File: src/rtl/fpga_cfg_pkg.sv
// Shared widths, FSM encoding and the serial CRC-8 step for the config loader.
package fpga_cfg_pkg;

  localparam int unsigned IO_W    = 20;
  localparam int unsigned CB_W    = 300;
  localparam int unsigned CBLR_W  = 120;
  localparam int unsigned SEL_W   = 9;
  localparam int unsigned BLE_W   = 144;
  localparam int unsigned SB_W    = 240;
  localparam int unsigned TOTAL_W = IO_W + CB_W + CBLR_W + SEL_W + BLE_W + SB_W;

  // LSB offsets of each slice inside the packed image (iostream at bit 0)
  localparam int unsigned CB_LSB   = IO_W;
  localparam int unsigned CBLR_LSB = CB_LSB + CB_W;
  localparam int unsigned SEL_LSB  = CBLR_LSB + CBLR_W;
  localparam int unsigned BLE_LSB  = SEL_LSB + SEL_W;
  localparam int unsigned SB_LSB   = BLE_LSB + BLE_W;

  localparam int unsigned CNT_W  = 10;
  localparam int unsigned BCNT_W = 3;
  localparam logic [7:0]  CRC_POLY = 8'h07;

  typedef enum logic [2:0] {
    S_IDLE, S_LOAD, S_CRC, S_CHECK, S_COMMIT, S_DONE, S_ERROR
  } state_e;

  // One MSB-first CRC-8 step: init 0, no reflection, no final XOR
  function automatic logic [7:0] crc8_step(input logic [7:0] crc, input logic din);
    logic fb;
    fb = crc[7] ^ din;
    return {crc[6:0], 1'b0} ^ (fb ? CRC_POLY : 8'h00);
  endfunction

endpackage

File: src/rtl/fpga_config_loader_if.sv
// Serial config stream handshake plus loader status flags.
interface fpga_config_loader_if;

  logic cfg_start;
  logic cfg_din;
  logic cfg_valid;
  logic cfg_ready;
  logic cfg_busy;
  logic cfg_done;
  logic cfg_error;

  modport master (
    output cfg_start, cfg_din, cfg_valid,
    input  cfg_ready, cfg_busy, cfg_done, cfg_error
  );

  modport slave (
    input  cfg_start, cfg_din, cfg_valid,
    output cfg_ready, cfg_busy, cfg_done, cfg_error
  );

endinterface

File: src/rtl/cfg_crc8_serial.sv
// Bit-serial CRC-8 accumulator with synchronous clear.
module cfg_crc8_serial
  import fpga_cfg_pkg::*;
(
  input  logic       clk,
  input  logic       reset,
  input  logic       clear_i,
  input  logic       enable_i,
  input  logic       din_i,
  output logic [7:0] crc_o
);

  logic [7:0] crc_q;
  logic [7:0] crc_d;

  // Next CRC: clear has priority over a shift step
  always_comb begin
    crc_d = crc_q;
    if (clear_i) begin
      crc_d = 8'h00;
    end else if (enable_i) begin
      crc_d = crc8_step(crc_q, din_i);
    end
  end

  // CRC register
  always_ff @(posedge clk or negedge reset) begin
    if (!reset) begin
      crc_q <= 8'h00;
    end else begin
      crc_q <= crc_d;
    end
  end

  assign crc_o = crc_q;

endmodule

File: src/rtl/fpga_config_loader.sv
// Serial config loader: shadow-shifts an image, checks CRC-8, commits to the active buses only on a match.
module fpga_config_loader
  import fpga_cfg_pkg::*;
(
  input  logic                  clk,
  input  logic                  reset,
  fpga_config_loader_if.slave   cfg,
  output logic [IO_W-1:0]       iostream,
  output logic [CB_W-1:0]       cbstream1,
  output logic [CBLR_W-1:0]     cbstreamleft_or_right,
  output logic [SEL_W-1:0]      clb_mux_sel,
  output logic [BLE_W-1:0]      bitstream,
  output logic [SB_W-1:0]       sbstream
);

  state_e               state_q;
  logic [CNT_W-1:0]     cnt_q;
  logic [BCNT_W-1:0]    bcnt_q;
  logic [7:0]           crc_rx_q;
  logic [7:0]           crc_rx_d;
  logic [7:0]           crc_calc;
  logic [TOTAL_W-1:0]   shadow_q;
  logic [TOTAL_W-1:0]   shadow_d;
  logic [TOTAL_W-1:0]   active_q;
  logic                 ready_q;
  logic                 busy_q;
  logic                 done_q;
  logic                 error_q;
  logic                 start_take;
  logic                 accept;

  // A start is honoured everywhere except CHECK/COMMIT; a bit is dropped when it collides with start
  assign start_take = cfg.cfg_start && (state_q != S_CHECK) && (state_q != S_COMMIT);
  assign accept     = cfg.cfg_valid && ready_q && !cfg.cfg_start;

  assign shadow_d = {cfg.cfg_din, shadow_q[TOTAL_W-1:1]};
  assign crc_rx_d = {crc_rx_q[6:0], cfg.cfg_din};

  cfg_crc8_serial u_crc (
    .clk      (clk),
    .reset    (reset),
    .clear_i  (start_take),
    .enable_i (accept && (state_q == S_LOAD)),
    .din_i    (cfg.cfg_din),
    .crc_o    (crc_calc)
  );

  // Load FSM with counters, shadow/active images and registered status flags
  always_ff @(posedge clk or negedge reset) begin
    if (!reset) begin
      state_q  <= S_IDLE;
      cnt_q    <= '0;
      bcnt_q   <= '0;
      crc_rx_q <= 8'h00;
      shadow_q <= '0;
      active_q <= '0;
      ready_q  <= 1'b0;
      busy_q   <= 1'b0;
      done_q   <= 1'b0;
      error_q  <= 1'b0;
    end else if (start_take) begin
      state_q  <= S_LOAD;
      cnt_q    <= '0;
      bcnt_q   <= '0;
      crc_rx_q <= 8'h00;
      ready_q  <= 1'b1;
      busy_q   <= 1'b1;
      error_q  <= 1'b0;
    end else begin
      case (state_q)
        S_LOAD: begin
          if (accept) begin
            shadow_q <= shadow_d;
            if (cnt_q == CNT_W'(TOTAL_W - 1)) begin
              state_q <= S_CRC;
            end else begin
              cnt_q <= cnt_q + CNT_W'(1);
            end
          end
        end
        S_CRC: begin
          if (accept) begin
            crc_rx_q <= crc_rx_d;
            bcnt_q   <= bcnt_q + BCNT_W'(1);
            if (bcnt_q == BCNT_W'(7)) begin
              state_q <= S_CHECK;
              ready_q <= 1'b0;
            end
          end
        end
        S_CHECK: begin
          if (crc_rx_q == crc_calc) begin
            state_q <= S_COMMIT;
          end else begin
            state_q <= S_ERROR;
            error_q <= 1'b1;
            done_q  <= 1'b0;
            busy_q  <= 1'b0;
          end
        end
        S_COMMIT: begin
          active_q <= shadow_q;
          state_q  <= S_DONE;
          done_q   <= 1'b1;
          busy_q   <= 1'b0;
        end
        default: ;
      endcase
    end
  end

  assign cfg.cfg_ready = ready_q;
  assign cfg.cfg_busy  = busy_q;
  assign cfg.cfg_done  = done_q;
  assign cfg.cfg_error = error_q;

  assign iostream              = active_q[IO_W-1:0];
  assign cbstream1             = active_q[CB_LSB +: CB_W];
  assign cbstreamleft_or_right = active_q[CBLR_LSB +: CBLR_W];
  assign clb_mux_sel           = active_q[SEL_LSB +: SEL_W];
  assign bitstream             = active_q[BLE_LSB +: BLE_W];
  assign sbstream              = active_q[SB_LSB +: SB_W];

endmodule
File: src/flat_wrapper.sv
// flat-port wrapper written by rule: the top's interface ports become plain ports
module fpga_config_loader_flat import fpga_cfg_pkg::*;
  (clk, reset, iostream, cbstream1, cbstreamleft_or_right, clb_mux_sel, bitstream, sbstream, cfg_cfg_start, cfg_cfg_din, cfg_cfg_valid, cfg_cfg_ready, cfg_cfg_busy, cfg_cfg_done, cfg_cfg_error);
  fpga_config_loader_if cfg_i ();
  input  logic clk;
  input  logic reset;
  output logic [IO_W-1:0] iostream;
  output logic [CB_W-1:0] cbstream1;
  output logic [CBLR_W-1:0] cbstreamleft_or_right;
  output logic [SEL_W-1:0] clb_mux_sel;
  output logic [BLE_W-1:0] bitstream;
  output logic [SB_W-1:0] sbstream;
  input wire logic [$bits(cfg_i.cfg_start)-1:0] cfg_cfg_start;
  input wire logic [$bits(cfg_i.cfg_din)-1:0] cfg_cfg_din;
  input wire logic [$bits(cfg_i.cfg_valid)-1:0] cfg_cfg_valid;
  output wire logic [$bits(cfg_i.cfg_ready)-1:0] cfg_cfg_ready;
  output wire logic [$bits(cfg_i.cfg_busy)-1:0] cfg_cfg_busy;
  output wire logic [$bits(cfg_i.cfg_done)-1:0] cfg_cfg_done;
  output wire logic [$bits(cfg_i.cfg_error)-1:0] cfg_cfg_error;
  assign cfg_i.cfg_start = cfg_cfg_start;
  assign cfg_i.cfg_din = cfg_cfg_din;
  assign cfg_i.cfg_valid = cfg_cfg_valid;
  assign cfg_cfg_ready = cfg_i.cfg_ready;
  assign cfg_cfg_busy = cfg_i.cfg_busy;
  assign cfg_cfg_done = cfg_i.cfg_done;
  assign cfg_cfg_error = cfg_i.cfg_error;
  fpga_config_loader u_core (.clk(clk), .reset(reset), .cfg(cfg_i), .iostream(iostream), .cbstream1(cbstream1), .cbstreamleft_or_right(cbstreamleft_or_right), .clb_mux_sel(clb_mux_sel), .bitstream(bitstream), .sbstream(sbstream));
endmodule
File: config.mk
export PLATFORM = sky130hd
export DESIGN_NAME = fpga_config_loader_flat
export DESIGN_NICKNAME = d
export VERILOG_FILES = /design/src/rtl/fpga_cfg_pkg.sv /design/src/rtl/fpga_config_loader_if.sv /design/src/rtl/cfg_crc8_serial.sv /design/src/rtl/fpga_config_loader.sv /design/src/flat_wrapper.sv
export SDC_FILE = /design/constraint.sdc
export NUM_CORES = 2
export LEC_CHECK = 0
export ABC_AREA = 0
export BUFFER_PORTS_ARGS = -buffer_cell sky130_fd_sc_hd__buf_2
export CAP_MARGIN = 25
export CORE_MARGIN = 2
export CORE_UTILIZATION = 40
export CTS_BUF_LIST = sky130_fd_sc_hd__clkbuf_8
export DETAILED_ROUTE_END_ITERATION = 8
export PLACE_DENSITY_LB_ADDON = 0.3
export SLEW_MARGIN = 20
export SYNTH_ARGS = -nofsm -noshare
export SYNTH_HDL_FRONTEND = slang
export SYNTH_SLANG_ARGS = --single-unit
File: constraint.sdc
create_clock -name clk -period 2.25 [get_ports clk]
set_input_delay 0.3375 -clock clk [delete_from_list [all_inputs] [get_ports clk]]
set_output_delay 0.3375 -clock clk [all_outputs]
set_load 0.005 [all_outputs]
==> impl_results.md <==
- Die area: 163,000 um2
- Post-CTS Setup Bufs: 0
- DR vias: 49,779
- Post-Syn Nets: between 7,000 and 8,000
- Synth-to-Final Area Change: 20.4%
- Peak supply drop: 0.554 mV
- Leak Pwr: between 0.04 and 0.05 uW
- HP Class: input pin to async pin
- Post-Syn Instances: 7,230
- Vias per Instance: 4.77
- GRT Total Usage: between 20% and 30%
- Average size of a mapped cell: 8.84 um2
- Flops & latches, synth: 1,702
- DIE WIDTH: 404 um
- Final core utilization: 48.5%
- DP HPWL: approximately 120 mm
- Initial cell density of the core: 40.3%
- Final #Nets: between 8,000 and 9,000
- CP top delay family: simple AND/OR/NAND/NOR gates
- Highest-count cells in the layout ignoring fill and taps: nand2_1, dfrtp_1, buf_2
- Crit path from: u_core.state_q[2]
- Min Tclk post-route: 2.08 ns
- Worst-path clk slew: ~0.060 ns
- Ys Warns: 0
- Clk root buf: clkbuf_8
- Critical Path Sink Type: flop
- First-pass GRT wire length: 275 mm
- Tcrit/Tclk final: 92.5%
- Drt first-iter violations: between 4,000 and 5,000
- Worst Path Required: approximately 3.1 ns
- Clk_lat worst skew: 1.00 ns
- Unique masters post-synth: 35
- Fmax: 481 MHz
- # IOs: roughly 840
- Seq/Total Area, Yosys: 66.6%
- Status: finished clean
- Max Buffers Root-to-Sink: 4
- Final antenna-violating net count: 0
- Crit path launch type: flop
- Yosys top cell by area: dfrtp_1
- CP Buf/Inv Count: 2
- Max-slew violations: 0
- Final Hold Viols: 0
- Die Span Y: ~400 um
- Global route total overflow: 0
- CP max stage delay: 0.60 ns
- Final-layout fill cell count: 15,012
- Max_slew headroom: 49.6%
- CTS buffer count: 298
- PD cells: 850 nW/um2
- CTS sink cnt: 1,702
- Unrepaired setup endpoints after global routing: false
- Core area: roughly 160,000 um2
- Most common cell after layout, fill and taps aside: nand2_1
- Reg-to-Reg Start: u_core.state_q[2]
- Post-synth top area share: 66.6%
- Residual DRC: 0
- CTS Hold Bufs: 5
- Pin count of the biggest net entering global routing: 131
- H-tree levels: 5
- Worst slew pin tran: 0.756 ns
- Total design power: 65,500 uW
- # rows: 146
- CP max stage cell: or4b_1
- Total Wirelength: 174 mm
- Number of buffers added on ports: 841
- CP max FO: 50
- # setup viols final: 0
- Initial antenna violation count: 2
- Vias in the first global route: 48,931
- CP Cell Sequence: or4b_1 -> nor2_4 -> buf_12 -> buf_12 -> nand2_1 -> nand2_1
- Crit Path Class: flop to flop
- Layout Skew: 0.0676 ns
- CTS tree: built
- Post-Synthesis Cell Area: 63,900 um2
- Max_cap viols: 0
- Worst EP arrival: 2.95 ns
- Synth top area cells: dfrtp_1, nand2_1, clkbuf_1
- Pre-antenna DRT Iters: 7
- TNS Setup: 0 ns
- Routed WL per cell: between 15 and 20 um
- Layout cells sized above 1: 17.1%
- RD Place Congestion: 0.824
- Cts repair resizes: 0
-- through the flow --
| step | instances | cell area, um2 | hold slack, ns | worst slack, ns |
|---|---|---|---|---|
| after floorplan | 7230 | 63900 | 0.0419 | 0.386 |
| after global placement | 9929 | 71100 | 0.270 | 0.169 |
| after detailed placement | 9929 | 71100 | 0.270 | 0.154 |
| after CTS | 10433 | 77000 | 0.0265 | 0.0785 |
| after global routing | 10436 | 77000 | 0.0710 | 0.0913 |
| final | 10437 | 77000 | 0.144 | 0.169 |
-- power breakdown --
group / internal (uW) / switching (uW)
sequential: 30800 / 168
combinational: 1330 / 5250
clock: 15400 / 12500
-- cell usage after synthesis --
library cell and number:
a2111oi_0 1, a21o_1 2, a21oi_1 10, a31o_2 1, and2_1 1, and3_1 1, buf_1 6, buf_2 100
buf_4 25, clkbuf_1 250, dfrtp_1 1702, ha_1 4, inv_1 4, mux2i_1 10, nand2_1 5026, nand2b_1 2
nand3_1 15, nand3b_1 3, nand4_1 1, nand4b_1 1, nor2_1 16, nor2_4 1, nor3_1 5, nor4_1 7
o211a_1 1, o21ai_0 8, o31ai_1 1, or2_2 1, or3_1 3, or3b_2 2, or4_1 1, or4b_1 1
or4b_2 1, xnor2_1 8, xor2_1 9
-- metal layers --
layer  track usage (%)  vias to the layer above  share of wire [%]
li1                  -                    23653                  -
met1              29.8                    24463                 45
met2              32.6                     1402                 46
met3              4.65                      261                6.0
met4              6.71                        0                2.6
met5                 0                        -                  0
-- worst min-delay path, cell delays in order --
cell           delay (ns)
dlygate4sd3_1        0.58
buf_12               0.30
buf_4                0.26
-- sequential cells by signal (all words and copies together) (netlist names) --
register and flops:
u_core.active_q 833, u_core.bcnt_q 3, u_core.cfg.cfg_busy 1, u_core.cfg.cfg_done 1, u_core.cfg.cfg_error 1, u_core.cfg.cfg_ready 1
u_core.cnt_q 10, u_core.crc_rx_q 8, u_core.shadow_q 833, u_core.state_q 3, u_core.u_crc.crc_o 8
-- final timing paths --
| kind | cells past startpoint | slack [ns] | end |
|---|---|---|---|
| worst max-delay path | 6 | 0.17 | u_core.shadow_q[263] |
| worst min-delay path | 3 | 0.14 | u_core.active_q[175] |
| worst max register to register | 6 | 0.17 | u_core.shadow_q[263] |
| worst min register to register | 2 | 0.46 | u_core.active_q[297] |
| max in group asynchronous | 4 | 1.00 | u_core.shadow_q[330] |
| min in group clk | 4 | 0.31 | u_core.shadow_q[832] |
-- cell type report --
class                           instances  area, um2  share of cell area (%)
Inverter                                4       15.0                  0.0195
Clock inverter                        129        701                   0.910
Multi-Input combinational cell       5143      19700                    25.6
Sequential cell                      1702      42600                    55.3
Tap cell                             2072       2590                    3.37
Antenna cell                            3       7.51                 0.00975
Timing Repair Buffer                 1014       6310                    8.19
Clock buffer                          370       5090                    6.62
-- logic make-up after synthesis --
logic type	count (synthesis)	synth area share, %
buf+inv	385	2.60
fa+ha+maj	4	0.0783
flops	1702	66.6
compound gates	24	0.219
simple gates	5088	30.1
mux	10	0.157
xor+xnor	17	0.233
No activity file was read; power rests on OpenSTA's default activity.
